File: config.mk
export PLATFORM = sky130hd
export DESIGN_NAME = zap_tlb_walk_ctrl
export DESIGN_NICKNAME = d
export VERILOG_FILES = /design/src/rtl/zap_tlb_walk_ctrl.sv
export SDC_FILE = /design/constraint.sdc
export NUM_CORES = 1
export LEC_CHECK = 0
export CAP_MARGIN = 20
export CORE_MARGIN = 3
export CORE_UTILIZATION = 41
export DETAILED_ROUTE_END_ITERATION = 16
export HOLD_SLACK_MARGIN = 0.08
export PLACE_DENSITY = 0.81
export REMOVE_ABC_BUFFERS = 1
export SYNTH_ARGS = -nofsm -noshare
export SYNTH_HDL_FRONTEND = slang
export SYNTH_SLANG_ARGS = --single-unit
export TNS_END_PERCENT = 10
File: constraint.sdc
create_clock -name i_clk -period 2.5 [get_ports i_clk]
set_input_delay 0.25 -clock i_clk [delete_from_list [all_inputs] [get_ports i_clk]]
set_output_delay 0.25 -clock i_clk [all_outputs]
set_load 0.02 [all_outputs]
File: src/rtl/zap_tlb_walk_ctrl.sv
// zap_tlb_walk_ctrl: page-table walk sequencer for the ZAP MMU.
//
// Fetches the L1 descriptor and, when it points to a coarse or fine table,
// the L2 descriptor. Only one memory read is outstanding at a time. A walk
// ends with exactly one TLB refill strobe or one fault pulse.
//
// Ports
//   i_clk, i_reset_n        clock, asynchronous active-low reset
//   i_walk, i_va            walk request (level) and missing VA
//   i_baddr                 translation table base ([31:14] used)
//   i_abort                 cancel current walk
//   o_mem_stb/o_mem_addr    descriptor read request, held until i_mem_ack
//   i_mem_ack/_rdata/_err   read completion
//   o_{se,sp,lp,fp}tlb_wen  one-cycle refill strobes (section/small/large/tiny)
//   o_desc/_dac/_va         descriptor, domain and VA for the refill
//   o_fault/o_fsr/o_far     one-cycle fault pulse with {domain,status} and VA
//   o_busy                  high in every state except IDLE
//
// state    | meaning
// ---------+-----------------------------------------------------------
// IDLE     | waiting for i_walk (ignored in the first cycle after a walk)
// L1_FETCH | L1 descriptor read outstanding
// L2_FETCH | stb low for one cycle after L1 ack, then L2 read outstanding
// REFILL   | one refill strobe
// FAULT    | one fault pulse
// DRAIN    | aborted walk, waiting for the outstanding ack to discard it

module zap_tlb_walk_ctrl #(
  parameter int PHY_ADDR_W = 32
) (
  input  logic                  i_clk,
  input  logic                  i_reset_n,
  input  logic                  i_walk,
  input  logic [31:0]           i_va,
  input  logic [31:0]           i_baddr,
  input  logic                  i_abort,
  output logic                  o_mem_stb,
  output logic [PHY_ADDR_W-1:0] o_mem_addr,
  input  logic                  i_mem_ack,
  input  logic [31:0]           i_mem_rdata,
  input  logic                  i_mem_err,
  output logic                  o_setlb_wen,
  output logic                  o_sptlb_wen,
  output logic                  o_lptlb_wen,
  output logic                  o_fptlb_wen,
  output logic [31:0]           o_desc,
  output logic [3:0]            o_desc_dac,
  output logic [31:0]           o_desc_va,
  output logic                  o_fault,
  output logic [7:0]            o_fsr,
  output logic [31:0]           o_far,
  output logic                  o_busy
);

  typedef enum logic [2:0] {IDLE, L1_FETCH, L2_FETCH, REFILL, FAULT, DRAIN} state_t;

  localparam logic [1:0] K_SEC   = 2'd0;
  localparam logic [1:0] K_LARGE = 2'd1;
  localparam logic [1:0] K_SMALL = 2'd2;
  localparam logic [1:0] K_TINY  = 2'd3;

  localparam logic [3:0] ST_L1_EXT  = 4'b1100;
  localparam logic [3:0] ST_SECTION = 4'b0101;
  localparam logic [3:0] ST_L2_EXT  = 4'b1110;
  localparam logic [3:0] ST_PAGE    = 4'b0111;

  state_t                state_q, state_d;
  logic                  stb_q, stb_d;
  logic                  ret_q;
  logic [PHY_ADDR_W-1:0] addr_q;
  logic [31:0]           va_q;
  logic [31:0]           desc_q;
  logic [3:0]            dac_q;
  logic [7:0]            fsr_q;
  logic [1:0]            kind_q;
  logic                  fine_q;
  logic                  ack_v;
  logic                  l2_bad;
  logic                  unused_baddr;

  assign unused_baddr = ^i_baddr[13:0];

  // An ack only counts while our request is actually on the bus.
  assign ack_v  = stb_q & i_mem_ack;
  // Tiny pages only exist in fine tables.
  assign l2_bad = i_mem_err || (i_mem_rdata[1:0] == 2'b00) ||
                  ((i_mem_rdata[1:0] == 2'b11) && !fine_q);

  always_ff @(posedge i_clk or negedge i_reset_n) begin
    if (!i_reset_n) begin
      state_q <= IDLE;
      stb_q   <= 1'b0;
      ret_q   <= 1'b0;
    end else begin
      state_q <= state_d;
      stb_q   <= stb_d;
      ret_q   <= (state_q != IDLE) && (state_d == IDLE);
    end
  end

  always_comb begin
    state_d = state_q;
    stb_d   = stb_q;
    case (state_q)
      IDLE: begin
        if (i_walk && !i_abort && !ret_q) begin
          state_d = L1_FETCH;
          stb_d   = 1'b1;
        end
      end
      L1_FETCH: begin
        if (ack_v) begin
          stb_d = 1'b0;
          if (i_abort)                                     state_d = IDLE;
          else if (i_mem_err || i_mem_rdata[1:0] == 2'b00) state_d = FAULT;
          else if (i_mem_rdata[1:0] == 2'b10)              state_d = REFILL;
          else                                             state_d = L2_FETCH;
        end else if (i_abort) begin
          state_d = DRAIN;
        end
      end
      L2_FETCH: begin
        if (!stb_q) begin
          // Gap cycle: nothing outstanding yet, so an abort can leave directly.
          if (i_abort) state_d = IDLE;
          else         stb_d   = 1'b1;
        end else if (ack_v) begin
          stb_d = 1'b0;
          if (i_abort)     state_d = IDLE;
          else if (l2_bad) state_d = FAULT;
          else             state_d = REFILL;
        end else if (i_abort) begin
          state_d = DRAIN;
        end
      end
      REFILL, FAULT: state_d = IDLE;
      DRAIN: begin
        if (ack_v) begin
          stb_d   = 1'b0;
          state_d = IDLE;
        end
      end
      default: begin
        state_d = IDLE;
        stb_d   = 1'b0;
      end
    endcase
  end

  always_ff @(posedge i_clk or negedge i_reset_n) begin
    if (!i_reset_n) begin
      addr_q <= '0;
      va_q   <= '0;
      desc_q <= '0;
      dac_q  <= '0;
      fsr_q  <= '0;
      kind_q <= K_SEC;
      fine_q <= 1'b0;
    end else begin
      case (state_q)
        IDLE: begin
          if (state_d == L1_FETCH) begin
            va_q   <= i_va;
            addr_q <= {i_baddr[31:14], i_va[31:20], 2'b00};
          end
        end
        L1_FETCH: begin
          if (ack_v && !i_abort) begin
            if (i_mem_err) begin
              fsr_q <= {4'h0, ST_L1_EXT};
            end else begin
              case (i_mem_rdata[1:0])
                2'b00: fsr_q <= {4'h0, ST_SECTION};
                2'b10: begin
                  desc_q <= i_mem_rdata;
                  dac_q  <= i_mem_rdata[8:5];
                  kind_q <= K_SEC;
                end
                2'b01: begin
                  dac_q  <= i_mem_rdata[8:5];
                  fine_q <= 1'b0;
                  addr_q <= {i_mem_rdata[31:10], va_q[19:12], 2'b00};
                end
                default: begin
                  dac_q  <= i_mem_rdata[8:5];
                  fine_q <= 1'b1;
                  addr_q <= {i_mem_rdata[31:12], va_q[19:10], 2'b00};
                end
              endcase
            end
          end
        end
        L2_FETCH: begin
          if (ack_v && !i_abort) begin
            if (i_mem_err) begin
              fsr_q <= {dac_q, ST_L2_EXT};
            end else if (l2_bad) begin
              fsr_q <= {dac_q, ST_PAGE};
            end else begin
              desc_q <= i_mem_rdata;
              case (i_mem_rdata[1:0])
                2'b01:   kind_q <= K_LARGE;
                2'b10:   kind_q <= K_SMALL;
                default: kind_q <= K_TINY;
              endcase
            end
          end
        end
        default: ;
      endcase
    end
  end

  always_comb begin
    o_setlb_wen = 1'b0;
    o_sptlb_wen = 1'b0;
    o_lptlb_wen = 1'b0;
    o_fptlb_wen = 1'b0;
    o_fault     = 1'b0;
    o_busy      = (state_q != IDLE);
    if (state_q == REFILL && !i_abort) begin
      case (kind_q)
        K_SEC:   o_setlb_wen = 1'b1;
        K_LARGE: o_lptlb_wen = 1'b1;
        K_SMALL: o_sptlb_wen = 1'b1;
        default: o_fptlb_wen = 1'b1;
      endcase
    end
    if (state_q == FAULT && !i_abort) o_fault = 1'b1;
  end

  assign o_mem_stb  = stb_q;
  assign o_mem_addr = addr_q;
  assign o_desc     = desc_q;
  assign o_desc_dac = dac_q;
  assign o_desc_va  = va_q;
  assign o_fsr      = fsr_q;
  assign o_far      = va_q;

endmodule

==> metrics, run 1 <==
status finished, final reports clean; fin util 0.6654; worst vdd ir 0.0009146 V; via density per instance ~5; final hold slack 364.2 ps; HPWL reported at the end of detailed placement 9.955 mm; insertion delay of the later-clocked pin in the worst-skew pair 410 ps; CP endpoint kind primary output; critical path arrival 2040 ps; largest net degree at the start of global routing 58; clk buf depth 2; register area share after synthesis 0.5594; final weighted congestion in routability-driven placement 0.9273; Clock transition at path regs 50 ps; GRT Total Usage 0.2030; Crit Path Category reg2out; Netlist cell types 36; LEAKAGE 0.003513 µW; Die Height ~120 µm; Setup TNS Final 0 ps; crit-path max FO 9; Setup Viol. Count Final 0; CTS sink cnt 114; Residual DRC 0; Wirelength per Cell 17.39 µm; Core Area 12060 µm²; Yosys reg bits 114; Hold Violations, Final 0; Nets 727; Ys Warns 0; # diodes 0; PD cells 1270 nW/µm²; GRT overflow 0; CP Data Required Time around 2300 ps; Tcrit/Tclk final 0.9164; DR iter-0 viols between 100 and 150; Synth Instances around 410; final WL approximately 14 mm; FP Rows 40; mean post-synth cell area 12.35 µm²; vias in the first global route 4317; highest-count cells in the layout ignoring fill and taps clkdlybuf4s50_1, dfrtp_1, mux2_2; first-pass GRT wire length 22.32 mm; vias post-DR 3944; Starting Density 0.4228; DRT antenna net count 0; initial antenna violation count 0; fillers 920; layout cells sized above 1 0.1965; root buffer cell clkbuf_16; clk_skew 9.042 ps; die width ~120 µm; RSZ-0062 raised after global routing false; CTS tree yes; Port-buffer cells 232; worst hold path type in2async; Max Cap Viol 0; Final Max Tran Viols 0; I/O pin count 249; CTS Buf Count 17; Clock H-tree levels 4; First-pass DRT Iterations 4; commonest non-fill, non-tap cell in the layout clkdlybuf4s50_1; Die ar. 13810 µm²; area delta synth->final 57.36%; min cycle time layout approximately 2300 ps; Worst setup SP type flip-flop; Mapped Area 5100 µm²; fmax between 400 and 500 MHz; Slew headroom 0.6386; actual slew at the worst max-slew pin 540.2 ps
path summary, 6_finish.rpt:
path | start | to | slack (ps) | depth (start not counted)
worst max-delay path | state_q[2] | o_setlb_wen | 210 | 4
max in group asynchronous | i_reset_n | o_desc[4] | 1430 | 3
min in group i_clk | i_va[18] | o_desc_va[18] | 450 | 2
worst min register to register | o_fsr[2] | o_fsr[2] | 470 | 1
worst max register to register | state_q[0] | o_desc_dac[0] | 320 | 4
worst min-delay path | i_reset_n | o_fsr[7] | 360 | 2
cells in the mapped netlist:
| cell type | n | area [µm²] |
|---|---|---|
| dfrtp_1 | 114 | 2853 |
| mux2_2 | 76 | 855.8 |
| buf_4 | 37 | 277.8 |
| nor2_1 | 34 | 127.6 |
| a21oi_1 | 32 | 160.2 |
| mux2i_1 | 31 | 310.3 |
| nand2_1 | 16 | 60.06 |
| clkbuf_1 | 9 | 33.78 |
| o21ai_0 | 9 | 45.04 |
| buf_2 | 5 | 25.02 |
| inv_1 | 5 | 18.77 |
| nand3_1 | 5 | 25.02 |
| nor2b_1 | 5 | 31.28 |
| mux2_1 | 4 | 45.04 |
| and3_1 | 3 | 18.77 |
| buf_1 | 3 | 11.26 |
| a31oi_1 | 2 | 12.51 |
| nand2b_1 | 2 | 12.51 |
| nor3b_1 | 2 | 15.01 |
| nor3b_2 | 2 | 25.02 |
| o21a_1 | 2 | 15.01 |
| a32oi_1 | 1 | 8.760 |
| and3b_1 | 1 | 8.760 |
| conb_1 | 1 | 3.750 |
| nand4_1 | 1 | 6.260 |
| nand4b_1 | 1 | 8.760 |
| nor3_1 | 1 | 5.000 |
| nor3_4 | 1 | 16.27 |
| nor4_1 | 1 | 6.260 |
| nor4b_1 | 1 | 8.760 |
| o21bai_1 | 1 | 7.510 |
| o221ai_1 | 1 | 8.760 |
| o311ai_0 | 1 | 8.760 |
| o41ai_1 | 1 | 8.760 |
| or2_2 | 1 | 6.260 |
| or3b_2 | 1 | 8.760 |
metrics by stage:
step           total power [µW]  cell area [µm²]  cells  setup slack (ps)
6_report                  10190             8025    804             209.1
5_1_grt                   10680             8025    804             89.88
4_1_cts                   10280             8023    804             97.00
3_5_place_dp               7941             7447    773             144.4
3_3_place_gp               7805             7447    773             235.8
2_1_floorplan              5395             4756    360             -1688
registers in the layout (all words and copies together) (netlist names):
register and flops:
state_q 3, kind_q 2, o_mem_stb 1, o_desc_va 32, ret_q 1, o_mem_addr 30, fine_q 1, o_fsr 8
o_desc 32, o_desc_dac 4
power breakdown:
group	internal (µW)	leakage (µW)	switching, µW	total [µW]
logic	2450	0.00180	2380	4820
registers	2550	0.00142	528	3080
clock network	1500	0.000285	781	2280
total	6500	0.00351	3690	10200
worst max-delay path, cell delays in order, from the launching register on:
cell and delay, ps:
dfrtp_1 480, nor2_1 130, and3_1 200, nor3b_1 190, clkdlybuf4s50_1 640
what timing repair did:
item / in CTS / in global routing
hold endpoints to repair: 39 / 0
hold buffers: 1 / 0
setup endpoints to repair: 0 / 1
buffers inserted: 0 / 0
resized for setup: 0 / 1
cell type report:
cell class | instances | area [µm²] | share of cell area
tap | 168 | 210.2 | 0.02619
timing repair buffer | 246 | 2480 | 0.3090
multi-input combinational | 241 | 1898 | 0.2365
clock buffer | 25 | 515.5 | 0.06423
sequential | 114 | 2853 | 0.3555
inverter | 5 | 18.77 | 0.002339
clock inverter | 5 | 50.05 | 0.006236
kinds of logic after synthesis:
family,after synthesis,share of synthesized area
AND/OR/NAND/NOR,78,0.07655
other,1,0.0007353
multiplexers,111,0.2375
AO/OA/AOI/OAI,50,0.05397
flip-flops,114,0.5594
buffers and inverters,59,0.07188
layer usage:
layer  vias to the layer above  part of all wire  track usage
li1                       1833                 -            -
met5                         -                 0            0
met4                         0             0.022      0.08938
met3                        24             0.075      0.07304
met2                       166              0.50       0.3443
met1                      1921              0.40       0.2312
Note: power is estimated with default switching activity, not from simulation.
==> run 2, diff against run 1 <==
clock period = 2.4 ns   (was 2.5 ns; I/O delays follow)
==> run 2 against run 1 <==
  * Final area is 0.59% higher
  * Power is 5.8% higher
  * Combinational power is 4.4% higher
  * Die area stayed put
  * Hold slack worse by 20 ps
  * Critical path depth stayed put
  * First-iteration DRC count is 87% higher
  * Critical endpoint is now o_sptlb_wen
  * Largest power group unchanged
==> metrics, run 2 (synthesis results as in run 1) <==
Hold Violations, Final 0 (unchanged); Max stage delay cell, worst path clkdlybuf4s50_1; Setup WS pre-CTS 79.86 ps (-64.52 ps); DR iter-0 viols 249 (+87%); via density per instance 4.877 (-0.57%); DRT antenna net count 0 (unchanged); final WL 13.90 mm (-0.56%); final weighted congestion in routability-driven placement 0.9508 (+2.5%); worst hold path type in2async; CP endpoint o_sptlb_wen; min cycle time layout 2275 ps; Nets 730 (+0.41%); Critical Path, Cell by Cell nor2_1, and3_1, nor3b_1, clkdlybuf4s50_1; Setup Viol. Count Final 0 (unchanged); CTS sink cnt 114 (unchanged); highest-count cells in the layout ignoring fill and taps clkdlybuf4s50_1, dfrtp_1, mux2_2; Wirelength per Cell 17.21 µm (-1.1%); root buffer cell clkbuf_16; Crit Path Category reg2out; PD cells 1336 nW/µm² (+5.2%); fmax 439.5 MHz; CP top delay family buffers and inverters; Tcrit/Tclk final 0.9481; insertion delay of the later-clocked pin in the worst-skew pair 390 ps (-20 ps); Worst Path Buf+Inv 1 (unchanged); R2R setup slack 270 ps (-50 ps); layout cells sized above 1 0.2031 (+0.006584); CP endpoint kind primary output; Levels on crit path 4 (unchanged); R2R cell count 4 (unchanged); # diodes 0 (unchanged); status finished, final reports clean; Clock H-tree levels 4 (unchanged); Worst setup SP type flip-flop; Port-buffer cells 232 (unchanged); First-pass DRT Iterations 4 (unchanged); CP Data Required Time 2160 ps (-90 ps); worst vdd ir 0.0007969 V (-13%); largest net degree at the start of global routing 58 (unchanged); crit-path max FO 9 (unchanged); Starting Density 0.4228 (unchanged); max incr delay on CP 640 ps (about the same); Slew headroom 0.6474 (+0.008778); first-pass GRT wire length 22.73 mm (+1.8%); Crit Reg-Reg Startpoint state_q[0]; actual slew at the worst max-slew pin 522.3 ps (-17.88 ps); vias post-DR 3941 (-0.076%); Final WS setup 124.7 ps (-84.47 ps); CTS tree yes; clk_skew 10.57 ps (+1.529 ps); vias in the first global route 4363 (+1.1%); Residual DRC 0 (unchanged); commonest non-fill, non-tap cell in the layout clkdlybuf4s50_1; LEAKAGE 0.003526 µW (+0.37%); fin util 0.6693 (+0.003942); Max Cap Viol 0 (unchanged); Die ar. 13810 µm² (unchanged); Core Area 12060 µm² (unchanged); Clock transition at path regs 50 ps (about the same); Final Max Tran Viols 0 (unchanged); critical path arrival 2040 ps (about the same); clk buf depth 2 (unchanged); die width 117.5 µm (unchanged); GRT Total Usage 0.2031 (about the same); Die Height 117.5 µm (unchanged); FP Rows 40 (unchanged); area delta synth->final 58.29%; GRT overflow 0 (unchanged); RSZ-0062 raised after global routing false; HPWL reported at the end of detailed placement 10.15 mm (+1.9%); RR Endpoint o_desc_dac[1]; I/O pin count 249 (unchanged); post-CTS setup buffer count 0 (unchanged); initial antenna violation count 0 (unchanged); CTS Buf Count 17 (unchanged); Setup crit start state_q[2]
[run 2: cell types whose count changed in the layout (fill, tap and decap cells not counted)]
cell | before | now
buf_12 | 4 | 3
buf_4 | 10 | 14
bufinv_16 | 1 | 3
clkbuf_1 | 2 | 1
clkbuf_8 | 6 | 3
clkinvlp_4 | 0 | 3
[run 2: repair_timing]
| action | CTS | global route |
|---|---|---|
| hold endpoints to repair | 28 | 0 |
| hold buffers | 1 | 0 |
| endpoints found under the setup margin | 0 | 1 |
| gates resized for setup | 0 | 1 |
[run 2: how the worst min path moves through the flow]
stage               from    endpoint  depth (start not counted)
2_1_floorplan  i_reset_n      fine_q                          0
3_3_place_gp   i_reset_n    o_fsr[5]                          1
3_5_place_dp   i_reset_n   o_desc[7]                          1
4_1_cts        i_reset_n  state_q[1]                          2
5_1_grt        i_reset_n   o_mem_stb                          2
6_report       i_reset_n   o_desc[7]                          2
[run 2: power by group]
group	switching, µW	internal, µW	leakage, µW
registers	553	2660	0.00142
logic	2480	2550	0.00181
clock network	839	1700	0.000291
[run 2: area by class of cell]
cell class | instances | area [µm²]
Clock buffer | 21 | 470.5
Clock inverter | 10 | 132.6
Fill cell | 905 | 3989
Inverter | 5 | 18.77
Multi-Input combinational cell | 241 | 1898
Sequential cell | 114 | 2853
Tap cell | 168 | 210.2
Timing Repair Buffer | 249 | 2490
[run 2: routing by layer]
metal | vias to the layer above | global-route usage | part of all wire
li1 | 1829 | - | -
met1 | 1937 | 0.2312 | 0.39
met2 | 161 | 0.3660 | 0.53
met3 | 14 | 0.06247 | 0.071
met4 | 0 | 0.06227 | 0.012
met5 | - | 0 | 0
[run 2: worst register-to-register path, cell delays in order, from the launching register on]
cell     delay, ps
dfrtp_1        490
nor2b_1        320
or3b_2         490
nor2_1         320
mux2_2         390
[run 2: metrics by stage]
stage	TNS, ps	std cells	total power, µW	area (µm²)	hold WS [ps]
6_report	0	808	10780	8073	344.5
5_1_grt	0	808	11340	8073	374.7
4_1_cts	0	808	10880	8070	319.4
3_5_place_dp	0	776	8285	7457	193.4
3_3_place_gp	0	776	8130	7457	189.8
2_1_floorplan	-111890	360	5620	4756	-55.59
